**config.mk**
```make
export PLATFORM = sky130hd
export DESIGN_NAME = axi_master_if
export DESIGN_NICKNAME = d
export VERILOG_FILES = /design/src/rtl/axi_master_if.sv
export SDC_FILE = /design/constraint.sdc
export NUM_CORES = 1
export LEC_CHECK = 0
export ABC_AREA = 1
export CORE_UTILIZATION = 43
export DETAILED_ROUTE_END_ITERATION = 8
export GPL_ROUTABILITY_DRIVEN = 0
export GPL_TIMING_DRIVEN = 0
export HOLD_SLACK_MARGIN = 0.12
export PLACE_DENSITY = 0.87
export REMOVE_ABC_BUFFERS = 1
export SLEW_MARGIN = 5
export SYNTH_ARGS = -nofsm -noshare
export SYNTH_HDL_FRONTEND = slang
export SYNTH_SLANG_ARGS = --single-unit
```
**constraint.sdc**
```tcl
create_clock -name ACLK -period 1.8 [get_ports ACLK]
set_input_delay 0.27 -clock ACLK [delete_from_list [all_inputs] [get_ports ACLK]]
set_output_delay 0.27 -clock ACLK [all_outputs]
set_load 0.05 [all_outputs]
```
**src/rtl/axi_master_if.sv**
```systemverilog
// rtl/axi_master_if.sv - single-outstanding AXI4 master bridge, optional response error flag via AXI_MASTER_ERR_EN
module axi_master_if #(
  parameter logic [3:0] MASTER_ID  = 4'd0,
  parameter logic [1:0] BURST_TYPE = 2'b01
) (
  input  logic        ACLK,
  input  logic        ARESETn,
  input  logic        cpu_req,
  input  logic        cpu_we,
  input  logic [31:0] cpu_addr,
  input  logic [31:0] cpu_wdata,
  input  logic [3:0]  cpu_wstrb,
  output logic        cpu_busy,
  output logic        cpu_done,
  output logic [31:0] cpu_rdata,
  output logic        cpu_err,
  output logic [3:0]  ARID_M,
  output logic [31:0] ARADDR_M,
  output logic [3:0]  ARLEN_M,
  output logic [2:0]  ARSIZE_M,
  output logic [1:0]  ARBURST_M,
  output logic        ARVALID_M,
  input  logic        ARREADY_M,
  input  logic [3:0]  RID_M,
  input  logic [31:0] RDATA_M,
  input  logic [1:0]  RRESP_M,
  input  logic        RLAST_M,
  input  logic        RVALID_M,
  output logic        RREADY_M,
  output logic [3:0]  AWID_M,
  output logic [31:0] AWADDR_M,
  output logic [3:0]  AWLEN_M,
  output logic [2:0]  AWSIZE_M,
  output logic [1:0]  AWBURST_M,
  output logic        AWVALID_M,
  input  logic        AWREADY_M,
  output logic [31:0] WDATA_M,
  output logic [3:0]  WSTRB_M,
  output logic        WLAST_M,
  output logic        WVALID_M,
  input  logic        WREADY_M,
  input  logic [3:0]  BID_M,
  input  logic [1:0]  BRESP_M,
  input  logic        BVALID_M,
  output logic        BREADY_M
);

  typedef enum logic [2:0] {
    IDLE,
    RD_ADDR,
    RD_DATA,
    WR_ADDR_DATA,
    WR_RESP
  } state_t;

  state_t state;

  // Single-beat, word-sized transfers only, so these fields never change.
  assign ARID_M    = MASTER_ID;
  assign ARLEN_M   = 4'd0;
  assign ARSIZE_M  = 3'b010;
  assign ARBURST_M = BURST_TYPE;
  assign AWID_M    = MASTER_ID;
  assign AWLEN_M   = 4'd0;
  assign AWSIZE_M  = 3'b010;
  assign AWBURST_M = BURST_TYPE;

`ifndef AXI_MASTER_ERR_EN
  // Response codes are not inspected in this build.
  logic unused_resp;
  assign unused_resp = ^{RRESP_M, BRESP_M};
  assign cpu_err     = 1'b0;
`endif

  // Transaction FSM; every handshake and CPU-side output is registered here.
  always_ff @(posedge ACLK) begin
    if (!ARESETn) begin
      state     <= IDLE;
      cpu_busy  <= 1'b0;
      cpu_done  <= 1'b0;
      cpu_rdata <= 32'd0;
`ifdef AXI_MASTER_ERR_EN
      cpu_err   <= 1'b0;
`endif
      ARADDR_M  <= 32'd0;
      ARVALID_M <= 1'b0;
      RREADY_M  <= 1'b0;
      AWADDR_M  <= 32'd0;
      AWVALID_M <= 1'b0;
      WDATA_M   <= 32'd0;
      WSTRB_M   <= 4'd0;
      WLAST_M   <= 1'b0;
      WVALID_M  <= 1'b0;
      BREADY_M  <= 1'b0;
    end else begin
      cpu_done <= 1'b0;
      case (state)
        IDLE: begin
          if (cpu_req) begin
            cpu_busy <= 1'b1;
            if (cpu_we) begin
              AWADDR_M  <= cpu_addr;
              WDATA_M   <= cpu_wdata;
              WSTRB_M   <= cpu_wstrb;
              AWVALID_M <= 1'b1;
              WVALID_M  <= 1'b1;
              WLAST_M   <= 1'b1;
              state     <= WR_ADDR_DATA;
            end else begin
              ARADDR_M  <= cpu_addr;
              ARVALID_M <= 1'b1;
              state     <= RD_ADDR;
            end
          end
        end
        RD_ADDR: begin
          if (ARREADY_M) begin
            ARVALID_M <= 1'b0;
            RREADY_M  <= 1'b1;
            state     <= RD_DATA;
          end
        end
        RD_DATA: begin
          // Foreign-ID or non-last beats are accepted by RREADY and dropped.
          if (RVALID_M && (RID_M == MASTER_ID) && RLAST_M) begin
            cpu_rdata <= RDATA_M;
`ifdef AXI_MASTER_ERR_EN
            cpu_err   <= (RRESP_M != 2'b00);
`endif
            cpu_done  <= 1'b1;
            cpu_busy  <= 1'b0;
            RREADY_M  <= 1'b0;
            state     <= IDLE;
          end
        end
        WR_ADDR_DATA: begin
          if (AWREADY_M) begin
            AWVALID_M <= 1'b0;
          end
          if (WREADY_M) begin
            WVALID_M <= 1'b0;
            WLAST_M  <= 1'b0;
          end
          // A channel is finished once its VALID is low or handshakes now.
          if ((!AWVALID_M || AWREADY_M) && (!WVALID_M || WREADY_M)) begin
            BREADY_M <= 1'b1;
            state    <= WR_RESP;
          end
        end
        WR_RESP: begin
          if (BVALID_M && (BID_M == MASTER_ID)) begin
`ifdef AXI_MASTER_ERR_EN
            cpu_err  <= (BRESP_M != 2'b00);
`endif
            cpu_done <= 1'b1;
            cpu_busy <= 1'b0;
            BREADY_M <= 1'b0;
            state    <= IDLE;
          end
        end
        default: begin
          state <= IDLE;
        end
      endcase
    end
  end

endmodule

```
## Word-level counts from Yosys, hierarchy flattened

Index checks and enable logic that the tools add are counted.

| cells by class | value |
|---|---|
| equal/unequal tests | 13 |
| multiplexer cells | 28 |
| bitwise operators | 1 |
| reductions and logical operators | 26 |

Operators with widths:

| operator | count |
|---|---|
| 2-bit inequality test (second input constant) | 9 |
| 4-bit AND reduction | 4 |
| 3-bit 2-to-1 mux | 5 |
| 3-bit one-hot mux with 5 select lines | 1 |
| 1-bit 2-to-1 mux | 14 |
| 1-bit one-hot mux with 2 select lines | 6 |
| 3-bit AND reduction | 4 |
| 4-bit logical NOT | 2 |
| 2-bit nonzero test | 4 |
| 3-bit by 2-bit equality test with 1-bit output (second input constant) | 2 |
| 5-bit AND reduction | 1 |
| 1-bit logical AND | 4 |
| 3-bit by 1-bit equality test with 1-bit output (second input constant) | 1 |
| 3-bit equality test (second input constant) | 1 |
| 3-bit logical NOT | 1 |
| 1-bit one-hot mux with 3 select lines | 1 |
| 3-bit nonzero test | 1 |
| 1-bit logical NOT | 2 |
| 1-bit logical OR | 2 |
| 2-bit 2-to-1 mux | 1 |
| 2-bit AND reduction | 1 |
| 1-bit inverter | 1 |

| storage, ports and cells | value |
|---|---|
| bits in registers | 142 |
| input port bits | 122 |
| output and inout port bits | 167 |
| logic and storage cells | 81 |

## Depth between registers and ports, before layout

| logic depth | value |
|---|---|
| depth in word-level cells | 5 |
| depth in mapped cells | 9 |
| gate-level depth less buffers | 9 |

## Worst setup path after synthesis

No wires, ideal clock.

| timing | value |
|---|---|
| path type | reg2reg |
| start point | reg state[0] |
| end point | reg state[0] |
| data arrival time | 1143 ps |
| path slack | 544 ps |
| cell stages (with the launch flop) | 10 |
| path buffers | 2 |
| period minus slack after synthesis | 1256 ps |
| cells stage by stage | dfxtp_1 nor2_2 nand2_1 inv_2 nand2_4 inv_6 buf_8 buf_8 o21ai_1 inv_1 |

| on the way | value |
|---|---|
| longest elaborated chain between the ends | 3 |
| elaborated cells between the ends (all ways) | 12 |
| classes of those cells | eq/ne: 9; mux: 1; reduce/logical: 2 |

RTL lines:

| element | line | source |
|---|---|---|
| start, declared | 56 | `state_t state;` |
| start signal, assigned | 78 | `state <= IDLE;` |
| start signal, assigned | 108 | `state <= WR_ADDR_DATA;` |
| start signal, assigned | 112 | `state <= RD_ADDR;` |
| 3-bit by 2-bit equality test with 1-bit output, or another cell as far along | 97 | `case (state)` |
| 2-bit inequality test (no source line) | n/a |  |
| 5-bit AND reduction (no source line) | n/a |  |

Several ways; a longest one is shown, not always the timed one.
A chain may end at the register's enable or synchronous reset.

## Final worst setup path

| timing | value |
|---|---|
| start point | reg state[0] |
| end point | reg AWADDR_M[10] |

| on the way | value |
|---|---|
| longest elaborated chain between the ends | 2 |

RTL lines:

| element | line | source |
|---|---|---|
| 3-bit logical NOT | 97 |  |
| 3-bit AND reduction (no source line) | n/a |  |
| end signal, assigned | 102 | `AWADDR_M <= cpu_addr;` |
| end, declared | 31 | `output logic [31:0] AWADDR_M,` |

No other way between the ends.

==> results.sh <==
export IMPL_dp_hpwl_mm=10.7
export IMPL_p_switching_mw=4.12
export IMPL_crit_chain="nor2_2, nand2_1, inv_2, nand2_4, clkinv_16, nand2_4, nand2_1, a21oi_1"
export IMPL_synthesis_area_um2=5480
export IMPL_ys_ff_latch=142
export IMPL_synth_cells=690
export IMPL_final_common_cell="dfxtp_1"
export IMPL_ir_worst_vdd_uv=937
export IMPL_clockBufferDepth=2
export IMPL_met1_usage_pct=29.6
export IMPL_grt_pass1_vias=5256
export IMPL_clk_transition_reported_paths_ns=0.06
export IMPL_grt_busiest_layer="met2"
export IMPL_cp_arrival_ns=1.98
export IMPL_startpoint_type="register"
export IMPL_use_met3_pct=9.70
export IMPL_ys_warn_count=0
export IMPL_antennaDiodeCount=0
export IMPL_crit_path_top_delay_cell="dfxtp_1"
export IMPL_dp_cells=1065
export IMPL_die_x_um=115
export IMPL_cp_required_ns=2.14
export IMPL_place_worst_setup_slack_ns=-0.644
export IMPL_status="complete, no violations"
export IMPL_tritoncts="built"
export IMPL_fin_ws_ns=0.166
export IMPL_cp_end_kind="register"
export IMPL_wl_per_cell_um=16.6
export IMPL_drive_gt1_share_pct=7.78
export IMPL_post_route_period_util_pct=90.8
export IMPL_finalHoldViolCount=0
export IMPL_syn2layout_area_growth_pct=54.5
export IMPL_ctsHoldBuffers=0
export IMPL_p_int_mw=6.44
export IMPL_p_leak_nw=3.96
export IMPL_core_area_um2=12200
export IMPL_routed_via_density=4.94
export IMPL_rows=40
export IMPL_grt_met2_usage_pct=46.1
export IMPL_grt_pass1_wl_mm=26.7
export IMPL_setup_viol=0
export IMPL_overflow=0
export IMPL_p_per_area_nw_per_um2=1250
export IMPL_pwr_share_clk_pct=31.7
export IMPL_slew_headroom_pct=26.9
export IMPL_drtAntennaViolNets=0
export IMPL_cts_htree_levels=4
export IMPL_wirelength_mm=18.4
export IMPL_clk_latency_ns=0.43
export IMPL_drv_slew=0
export IMPL_syn_area_per_cell_um2=7.95
export IMPL_grt_max_degree=74
export IMPL_hold_class="primary input to register"
export IMPL_comb_power_share_pct=33.3
export IMPL_hold_slack_ns=0.413
export IMPL_die_h_um=115
export IMPL_netSwitchingFraction_pct=39.0
export IMPL_numCtsBuffers=17
export IMPL_seq_area_frac_synth_pct=51.8
export IMPL_vias=5462
export IMPL_antenna_found_initial=0
export IMPL_post_route_min_period_ns=1.63
export IMPL_place_area_um2=7920
export IMPL_cts_root_buf="clkbuf_16"
export IMPL_cap_violations=0
export IMPL_drc_errors=0
export IMPL_io_buffers=257
export IMPL_initial_core_util_pct=44.9
export IMPL_skew_ns=0.0104
export IMPL_mostFrequentLayoutCells="142 x dfxtp_1, 140 x nor2_1, 140 x dlygate4sd2_1, 115 x clkdlybuf4s50_1, 84 x nand2_1"
export IMPL_final_area_um2=8470
export IMPL_io_pins=289
export IMPL_drt_iter0_markers=383
export IMPL_p_seq_share_pct=35.0
export IMPL_max_freq_mhz=612
export IMPL_ys_types=24
export IMPL_layout_nets=1048
export IMPL_die_area_um2=13200
export IMPL_cp_max_fo=37
export IMPL_clock_sinks=142
export IMPL_firstDrtPassIters=5
export IMPL_max_stage_delay_ns=0.46
export IMPL_worstSetupPathType="register to register"
export IMPL_track_usage_pct=26.8
export IMPL_worst_pin_slew_ns=1.10
export IMPL_final_util_pct=69.4
export IMPL_fin_cells=1106
[cells in the mapped netlist, drive strengths merged]
master	n	area share, %
o21ai	70	6.4
inv	18	1.3
nand3	74	7.6
nand3b	1	0.14
nand2	86	6.2
buf	55	7.0
a21oi	77	7.6
nor2	143	10
dfxtp	142	52
clkbuf	21	1.5
conb	2	0.14
nor3	1	0.18
[sequential cells by signal, indices dropped and copies added, names as in the netlist]
signal / cells
cpu_rdata: 32
WSTRB_M: 4
ARVALID_M: 1
BREADY_M: 1
cpu_busy: 1
ARADDR_M: 32
WDATA_M: 32
state: 3
AWVALID_M: 1
RREADY_M: 1
cpu_done: 1
WVALID_M: 1
AWADDR_M: 32
[cells by family (layout without fill, tap and decap cells)]
group	count (synthesis)	in the layout	synth area share [%]
buffers and inverters	94	311	9.81
and+or+nand+nor	305	311	24.2
AOI/OAI and AO/OA	147	147	14.0
DFF	142	142	51.8
other	2	27	0.137
[routing by layer]
layer  wire [um]  share of wire [%]
met3        1250                6.8
met4         473                2.6
met1        7540                 41
met2        9140                 50
met5           0                  0
[stage by stage]
stage	total power, mW	setup TNS [ns]
4_1_cts	10.4	0
3_5_place_dp	7.23	-82.61
2_1_floorplan	5.92	0
3_3_place_gp	7.19	-322.99
5_1_grt	11.0	-0.00433
6_report	10.6	0
[power groups by stage]
stage | combinational (mW) | sequential, mW | clock, mW
floorplan | 1.01 | 4.91 | 0
global placement | 3.44 | 3.75 | 0
detailed placement | 3.47 | 3.77 | 0
CTS | 3.37 | 3.69 | 3.39
global route | 3.73 | 3.74 | 3.53
finish | 3.52 | 3.70 | 3.34
[path summary, 6_finish.rpt]
path / startpoint / to / slack [ns] / cells after the start
setup / recovery: state[0] / AWADDR_M[10] / 0.17 / 8
hold reg to reg: BREADY_M / BREADY_M / 0.45 / 2
hold / removal: ARESETn / ARADDR_M[8] / 0.41 / 3
setup reg to reg: state[0] / AWADDR_M[10] / 0.17 / 8
[timing repair]
item,in CTS,in global routing
setup endpoints to repair,276,103
gates resized for setup,147,7
pin swaps,2,2
buffers inserted,1,2
cloned,3,4
[critical path, delay by kind of cell (launching register included)]
kind,cells,cell delay (ns)
AND/OR/NAND/NOR,5,0.69
flip-flops,1,0.46
buffers and inverters,2,0.25
AO/OA/AOI/OAI,1,0.13
[area by class of cell]
type | count | area (um^2)
clock inverters | 10 | 88.8
flip-flops and latches | 142 | 2840
well taps | 168 | 210
clock buffers | 21 | 480
multi-input cells | 485 | 2300
repair buffers | 261 | 2440
repair inverters | 1 | 11.3
fillers | 1025 | 3740
inverters | 18 | 101
Power figures use the tool's default switching activity.
